File: src/rtl/ft2232h_pkg.sv
// Shared definitions for the FT2232H synchronous 245 FIFO RX/TX blocks.
//   BUS_W   : ADBUS width in bits
//   state_e : bus sequencing states (IDLE, ARM turnaround, READ)
package ft2232h_pkg;

  localparam int unsigned BUS_W = 8;

  typedef enum logic [1:0] {
    IDLE = 2'd0,
    ARM  = 2'd1,
    READ = 2'd2
  } state_e;

endpackage

File: src/rtl/ft2232h_rx_fifo.sv
// First-word-fall-through synchronous FIFO for captured RX bytes.
//   clk, reset_n : clock, async active-low reset (pointers and count only)
//   push, data   : write strobe and byte
//   pop          : consume head; ignored when empty
//   head         : current head byte, forced to 0 while empty
//   count        : occupancy, 0..DEPTH
module ft2232h_rx_fifo
  import ft2232h_pkg::*;
#(
  parameter int unsigned DEPTH = 8
) (
  input  logic                         clk,
  input  logic                         reset_n,
  input  logic                         push,
  input  logic [BUS_W-1:0]             data,
  input  logic                         pop,
  output logic [BUS_W-1:0]             head,
  output logic [$clog2(DEPTH):0]       count
);

  localparam int unsigned PTR_W = $clog2(DEPTH);
  localparam int unsigned CNT_W = PTR_W + 1;

  logic [BUS_W-1:0] mem [DEPTH];
  logic [PTR_W-1:0] wr_ptr;
  logic [PTR_W-1:0] rd_ptr;
  logic             pop_ok;
  logic             push_ok;

  // A full FIFO still accepts a write when the head leaves on the same edge.
  assign pop_ok  = pop & (count != '0);
  assign push_ok = push & ((count != CNT_W'(DEPTH)) | pop_ok);

  assign head = (count != '0) ? mem[rd_ptr] : '0;

  // Storage carries no reset; validity is tracked by count.
  always_ff @(posedge clk) begin
    if (push_ok) begin
      mem[wr_ptr] <= data;
    end
  end

  // Pointers wrap naturally since DEPTH is a power of two.
  always_ff @(posedge clk or negedge reset_n) begin
    if (!reset_n) begin
      wr_ptr <= '0;
      rd_ptr <= '0;
      count  <= '0;
    end else begin
      if (push_ok) wr_ptr <= wr_ptr + PTR_W'(1);
      if (pop_ok)  rd_ptr <= rd_ptr + PTR_W'(1);
      count <= count + CNT_W'(push_ok) - CNT_W'(pop_ok);
    end
  end

endmodule

File: src/rtl/ft2232h_rx.sv
// FT2232H sync-245 receive controller: sequences OE#/RD# against RXF# and
// drains bytes into an FWFT buffer with a valid/ready output.
//   clk, reset_n          : 60 MHz CLKOUT, async active-low reset
//   rxf_n, data_in        : FTDI data-available flag and ADBUS read path
//   oe_n, rd_n            : FTDI output-enable and read strobe (registered)
//   out_data, out_valid   : buffer head and non-empty flag
//   out_ready             : consumer accepts head this cycle
module ft2232h_rx
  import ft2232h_pkg::*;
#(
  parameter int unsigned DEPTH = 8
) (
  input  logic             clk,
  input  logic             reset_n,
  input  logic             rxf_n,
  input  logic [BUS_W-1:0] data_in,
  output logic             oe_n,
  output logic             rd_n,
  output logic [BUS_W-1:0] out_data,
  output logic             out_valid,
  input  logic             out_ready
);

  localparam int unsigned CNT_W = $clog2(DEPTH) + 1;

  state_e           state;
  state_e           state_d;
  logic             oe_d;
  logic             rd_d;
  logic [CNT_W-1:0] count;
  logic [CNT_W-1:0] count_next;
  logic             push_c;
  logic             pop_c;
  logic             space_c;

  // A byte moves only when RD# was low and the chip still flagged data.
  assign push_c     = (state == READ) & ~rd_n & ~rxf_n;
  assign pop_c      = out_valid & out_ready;
  assign count_next = count + CNT_W'(push_c) - CNT_W'(pop_c);
  // Look-ahead: RD# for the next edge only if a slot remains after this one.
  assign space_c    = count_next < CNT_W'(DEPTH);

  assign out_valid  = (count != '0);

  ft2232h_rx_fifo #(.DEPTH(DEPTH)) u_fifo (
    .clk     (clk),
    .reset_n (reset_n),
    .push    (push_c),
    .data    (data_in),
    .pop     (pop_c),
    .head    (out_data),
    .count   (count)
  );

  // State and strobe registers.
  always_ff @(posedge clk or negedge reset_n) begin
    if (!reset_n) begin
      state <= IDLE;
      oe_n  <= 1'b1;
      rd_n  <= 1'b1;
    end else begin
      state <= state_d;
      oe_n  <= oe_d;
      rd_n  <= rd_d;
    end
  end

  // Next-state and strobe decode.
  always_comb begin
    state_d = state;
    oe_d    = oe_n;
    rd_d    = rd_n;
    unique case (state)
      IDLE: begin
        oe_d = 1'b1;
        rd_d = 1'b1;
        if (~rxf_n & space_c) begin
          state_d = ARM;
          oe_d    = 1'b0;
        end
      end
      ARM: begin
        // Turnaround cycle: FTDI starts driving the bus, no read yet.
        if (rxf_n) begin
          state_d = IDLE;
          oe_d    = 1'b1;
          rd_d    = 1'b1;
        end else begin
          state_d = READ;
          rd_d    = ~space_c;
        end
      end
      READ: begin
        if (rxf_n) begin
          state_d = IDLE;
          oe_d    = 1'b1;
          rd_d    = 1'b1;
        end else begin
          rd_d = ~space_c;
        end
      end
      default: begin
        state_d = IDLE;
        oe_d    = 1'b1;
        rd_d    = 1'b1;
      end
    endcase
  end

endmodule

File: config.mk
export PLATFORM = sky130hd
export DESIGN_NAME = ft2232h_rx
export DESIGN_NICKNAME = d
export VERILOG_FILES = /design/src/rtl/ft2232h_pkg.sv /design/src/rtl/ft2232h_rx_fifo.sv /design/src/rtl/ft2232h_rx.sv
export SDC_FILE = /design/constraint.sdc
export NUM_CORES = 1
export LEC_CHECK = 0
export ABC_AREA = 0
export CORE_MARGIN = 4
export CORE_UTILIZATION = 33
export DETAILED_ROUTE_END_ITERATION = 8
export PLACE_DENSITY_LB_ADDON = 0.3
export SYNTH_ARGS = -nofsm -noshare
export SYNTH_HDL_FRONTEND = slang
export SYNTH_SLANG_ARGS = --single-unit
File: constraint.sdc
create_clock -name clk -period 2.71 [get_ports clk]
set_clock_uncertainty 0.2 [all_clocks]
set_input_delay 0.542 -clock clk [delete_from_list [all_inputs] [get_ports clk]]
set_output_delay 0.542 -clock clk [all_outputs]
set_load 0.005 [all_outputs]
==> results of run 1 <==
==> final timing paths <==
path | from | to | slack (ns) | cells past startpoint
min in group asynchronous | reset_n | u_fifo.wr_ptr[2] | 0.39 | 1
max in group asynchronous | reset_n | u_fifo.rd_ptr[0] | 1.45 | 1
worst max-delay path | u_fifo.rd_ptr[0] | out_data[3] | 0.06 | 6
worst min register to register | u_fifo.wr_ptr[0] | u_fifo.wr_ptr[0] | 0.32 | 1
worst min-delay path | u_fifo.wr_ptr[0] | u_fifo.wr_ptr[0] | 0.32 | 1
worst max register to register | u_fifo.count[2] | state[1] | 0.17 | 13
==> critical path, stage by stage, from the launching register on <==
cell and delay, ns:
dfrtp_2 0.41, buf_4 0.14, buf_12 0.13, mux4_2 0.43
mux2i_1 0.19, nor2_1 0.06, clkdlybuf4s15_1 0.20
==> kinds of logic after synthesis <==
family	after synthesis	synth area share
AOI/OAI and AO/OA	11	0.0262
xor gates and xnor gates	8	0.0232
adders and majority gates	12	0.0472
buffers and inverters	20	0.0255
DFF	78	0.682
muxes	28	0.145
and+or+nand+nor	35	0.0510
==> registers in the layout (all words and copies together), names as in the netlist <==
signal         cells
u_fifo.mem        64
u_fifo.count       4
u_fifo.rd_ptr      3
u_fifo.wr_ptr      3
state              2
oe_n               1
rd_n               1
==> where the power goes <==
part           internal [mW]  leakage, nW  switching, mW
Combinational          0.954        0.736          0.733
Clock                  0.533        0.117          0.448
Sequential              1.39        0.744         0.0808
==> cells in the final DEF (no fill, tap or decap), types with 2 or more instances in the layout <==
cell type | Yosys | routed
inv_2 | 2 | 2
dfrtp_1 | 12 | 11
mux4_2 | 16 | 16
nand2b_1 | 4 | 4
nor2_1 | 16 | 16
buf_6 | 1 | 3
a21oi_1 | 3 | 2
dfstp_2 | 2 | 2
clkbuf_2 | 0 | 2
buf_2 | 2 | 4
nor3b_1 | 2 | 2
nand2_1 | 5 | 5
clkdlybuf4s50_1 | 0 | 14
nand3_1 | 2 | 2
edfxtp_1 | 64 | 64
buf_4 | 0 | 26
nor3_2 | 0 | 2
mux2_1 | 3 | 3
clkdlybuf4s15_1 | 0 | 2
inv_6 | 0 | 3
clkbuf_8 | 0 | 9
mux2i_1 | 9 | 9
ha_1 | 11 | 11
o21ai_0 | 2 | 2
inv_1 | 11 | 11
bufinv_16 | 0 | 2
xnor2_1 | 4 | 4
xor2_1 | 3 | 3
buf_12 | 0 | 5
==> per-layer routing <==
metal  wire, um  GRT usage  vias up
met5          0          0        -
met4        125     0.0649        0
met1       3060      0.169      870
met3        215     0.0269        8
met2       2920      0.181       30
li1           -          -      850
==> final cells by class <==
class,instances,area share
Clock buffer,9,0.0291
Sequential cell,78,0.535
Multi-Input combinational cell,94,0.233
Clock inverter,7,0.0241
Tap cell,133,0.0391
Inverter,13,0.0115
Timing Repair Buffer,57,0.128
==> per-stage QoR <==
stage	std cells	cell area, sq um	total power [mW]	setup TNS, ns	hold WS, ns
floorplan	192	3350	2.45	0	0.0464
global placement	367	3940	3.08	-0.157	0.307
detailed placement	367	3940	3.09	-0.277	0.306
CTS	391	4280	4.26	-0.256	0.321
global route	391	4260	4.41	-0.0680	0.370
finish	391	4260	4.14	0	0.320
==> timing repair <==
action                                  in CTS  in global routing
endpoints found under the setup margin       8                  7
resized for setup                           29                  3
buffers inserted                             6                  1
pin swaps                                    0                  1
gates cloned                                 2                  0
==> flow_summary.toml, run 1 <==
[status]
status = "finished clean"

[yosys]
yosysUniqueCellTypes = 35
syn_inst = 192
syn_area_per_cell_sq_um = 17.4
yosysMostFrequentCell = "edfxtp_1"
synth_top_cell_area_share = 0.576
ys_seq_elements = 78
synth_ff_type = "edfxtp_1"
ys_async_sr_fraction = 0.179
synth_edf_count = 64
synth_nets = 216
yosysSeqAreaShare = 0.682
ys.warnings.count = 0
synth_common_cells = "edfxtp_1, mux4_2, nor2_1, dfrtp_1"
netlist_area_sq_mm = 0.00334
synthTopCellsByArea = "edfxtp_1, mux4_2, dfrtp_1, ha_1, mux2i_1"
synth_largest_area_cell = "edfxtp_1"

[floorplanning]
core.rowCount = 36
die_area_sq_mm = 0.0118
initial_core_util = 0.340
die_x_um = 109
top_level_ports = 23
dieHeight_um = 109
core_sq_mm = 0.00982

[power_and_ir_drop]
peakVddDrop_v = 0.000362
p_leak_nw = 1.60
p_per_area_mw_per_mm2 = 972

[placed_design]
dp_hpwl_um = 4150
globalplace.congestion = 0.799
pre_cts_ws_ns = -0.0565
portBuffers = 22

[drt]
routed_wl_um = 6330
viasPerCell = 4.50
route.detailed.drc = 0
dr.pass1.iters = 4
final_antenna_net_count = 0
wl_per_cell_um = 16.2
drtIter0Drc = 69
vias = 1758

[worst_setup_path]
cp-start-kind = "flop"
required_ns = 1.97
crit_type = "flop to output pin"
arrival_ns = 1.91
end_kind = "output pin"
crit_fanout = 5

[timing]
fmax_mhz = 377
slew_headroom = 0.557
setup_viol = 0
fin_crit_ns = 2.65
tightest_slew_ns = 0.662
rsz0062_at_grt = "true"
worst_slack_ns = 0.0554
slew_violations = 0
hold_violations = 0
period_share = 0.980

[grt]
grt_pass1_wl_um = 10400
grt.overflow.total = 0
track_usage = 0.123
antenna_found_initial = 0
grt_pass1_vias = 1861
grt_max_degree = 17

[cts]
htreeDepth = 3
clock_path_buffers = 2
insertion_delay_ns = 0.35
cts_buffers = 9
cts_tree = "done"
clk_pin_slew_ns = 0.08
cts-root-buf = "clkbuf_8"
postCtsHoldBufs = 0
clock_sinks = 78

[run]
maxCapViolCount = 0

[finish]
final_util = 0.433
fillCellCount = 920
diodes = 0
regArea_sq_mm = 0.00228
layout.nets = 277
area_growth_pct = 27.5
drive_above_1_share = 0.329
multiInputGateArea_sq_um = 991

[hold_path]
hp-class = "flop to flop"
Power figures use the tool's default switching activity.
==> inputs of run 2 (changes only) <==
PLACE_DENSITY = 0.6   (was not set)
PLACE_DENSITY_LB_ADDON = not set   (was 0.3)
==> run 2 against run 1 <==
Combinational power about the same. Count of clock-buffer cells in the layout up 2. First-iteration DRC count up 4.3%. Global-route usage down 0.46 points. Via count up 1.8%.
==> flow_summary.toml, run 2 (synthesized netlist as in run 1, its figures left out) <==
[run]
maxCapViolCount = 0

[worst_setup_path]
arrival_ns = 1.93
path_cells = "buf_12 -> buf_6 -> buf_6 -> mux4_2 -> mux2i_1 -> nor2_1 -> buf_2"
reg2reg_depth = 13
cp_slowest_cell = "dfrtp_2"
rr_startpoint = "u_fifo.count[2]"
end_kind = "output pin"
max_stage_delay_ns = 0.47
crit_path_end = "out_data[4]"
reg2reg_slack_ns = 0.18
crit_fanout = 5
critPathTopFamily = "multiplexers"
cp-start-kind = "flop"
crit_start = "u_fifo.rd_ptr[0]"
cp_common_cell = "buf_6"
path_depth = 7
cp_num_buf_inv = 4
reg2reg_to = "state[1]"
required_ns = 1.97
crit_type = "flop to output pin"

[timing]
final.setup.tns_ns = 0
fin_crit_ns = 2.67
setup_viol = 0
hold_violations = 0
period_share = 0.987
slew_violations = 0
rsz0062_at_grt = "true"
fmax_mhz = 374
tightest_slew_ns = 0.656
slew_headroom = 0.562

[cts]
cts_tree = "done"
insertion_delay_ns = 0.34
cts-root-buf = "clkbuf_8"
clk_pin_slew_ns = 0.07
clock_path_buffers = 2
clock_sinks = 78
cts_buffers = 9
htreeDepth = 3

[grt]
grt_pass1_wl_um = 10100
track_usage = 0.118
grt_pass1_vias = 1872
grt_max_degree = 15
antenna_found_initial = 0
grt.overflow.total = 0

[finish]
top_regs = "u_fifo.mem: 64 flops, u_fifo.count: 4 flops"
largest_register_ffs = 64
largest_register = "u_fifo.mem"
diodes = 0
final_common_cell = "edfxtp_1"
layout_common_cells = "edfxtp_1, buf_4, nor2_1, mux4_2, clkdlybuf4s50_1"
area_growth_pct = 27.8
layout.nets = 285
finalInstanceArea_sq_mm = 0.00427
drive_above_1_share = 0.372

[drt]
vias = 1789
final_antenna_net_count = 0
viasPerCell = 4.48
wl_per_cell_um = 15.6
dr.pass1.iters = 4
routed_wl_um = 6240
drtIter0Drc = 72
route.detailed.drc = 0

[floorplanning]
top_level_ports = 23
core_sq_mm = 0.00982
dieHeight_um = 109
core.rowCount = 36
die_x_um = 109
die_area_sq_mm = 0.0118
initial_core_util = 0.340

[power_and_ir_drop]
combPwrFrac = 0.419
p_per_area_mw_per_mm2 = 942
intPower_mw = 2.79
p_leak_nw = 1.59
power.switching_mw = 1.23
p_seq_frac = 0.373
power.total_mw = 4.02
power_frac_clock = 0.208
peakVddDrop_v = 0.000350
switching_share = 0.306

[status]
status = "finished clean"

[placed_design]
dp_hpwl_um = 4160
placed_cell_area_sq_mm = 0.00393
globalplace.congestion = 0.805
portBuffers = 22

[hold_path]
hp-class = "flop to flop"
[run 2: changes by cell type in the layout (fill, tap and decap cells not counted), sizes merged]
cell	before	now
clkbuf	11	19
buf	39	43
inv	17	14
clkdlybuf4s15	2	0
clkinvlp	0	2
bufinv	2	1
[run 2: worst min-delay path by stage]
stage | slack, ns | cells after the start | endpoint | from
finish | 0.32 | 1 | u_fifo.wr_ptr[0] | u_fifo.wr_ptr[0]
detailed placement | 0.31 | 1 | u_fifo.wr_ptr[0] | u_fifo.wr_ptr[0]
floorplan | 0.05 | 0 | state[0] | reset_n
CTS | 0.32 | 1 | u_fifo.wr_ptr[0] | u_fifo.wr_ptr[0]
global route | 0.34 | 1 | u_fifo.wr_ptr[0] | u_fifo.wr_ptr[0]
global placement | 0.31 | 1 | u_fifo.wr_ptr[0] | u_fifo.wr_ptr[0]
[run 2: cell type report]
class,count,area (sq um)
Fill cell,926,5550
Sequential cell,78,2280
Multi-Input combinational cell,94,1030
Timing Repair Buffer,65,556
Tap cell,133,166
Clock buffer,11,131
Clock inverter,5,58.8
Inverter,13,48.8
[run 2: power by group through the flow]
| stage | logic (mW) | registers (mW) | clock network [mW] |
|---|---|---|---|
| 3_5_place_dp | 1.51 | 1.51 | 0 |
| 4_1_cts | 1.61 | 1.50 | 0.862 |
| 5_1_grt | 1.87 | 1.51 | 0.925 |
| 3_3_place_gp | 1.51 | 1.51 | 0 |
| 6_report | 1.68 | 1.50 | 0.836 |
| 2_1_floorplan | 0.987 | 1.46 | 0 |
[run 2: per-layer routing]
metal	up-vias	wire, um	part of all wire	GRT usage
met5	-	0	0	0
met4	0	104	0.017	0.0541
met3	7	153	0.025	0.0245
met2	22	2900	0.47	0.177
met1	898	3080	0.49	0.164
li1	862	-	-	-
[run 2: timing repair]
action / in CTS / in global routing
setup endpoints to repair: 8 / 9
gates cloned: 1 / 0
hold buffers: 0 / 0
resized for setup: 20 / 21
buffers inserted: 8 / 5
pin swaps: 0 / 4
[run 2: stage by stage]
stage / setup WS, ns / util / hold slack (ns) / std cells
floorplan: 0.00601 / - / 0.0464 / 192
global placement: -0.0274 / 0.400 / 0.309 / 369
detailed placement: -0.104 / 0.400 / 0.314 / 369
CTS: -0.0836 / 0.429 / 0.324 / 394
global route: -0.0759 / 0.434 / 0.338 / 399
finish: 0.0363 / 0.434 / 0.324 / 399
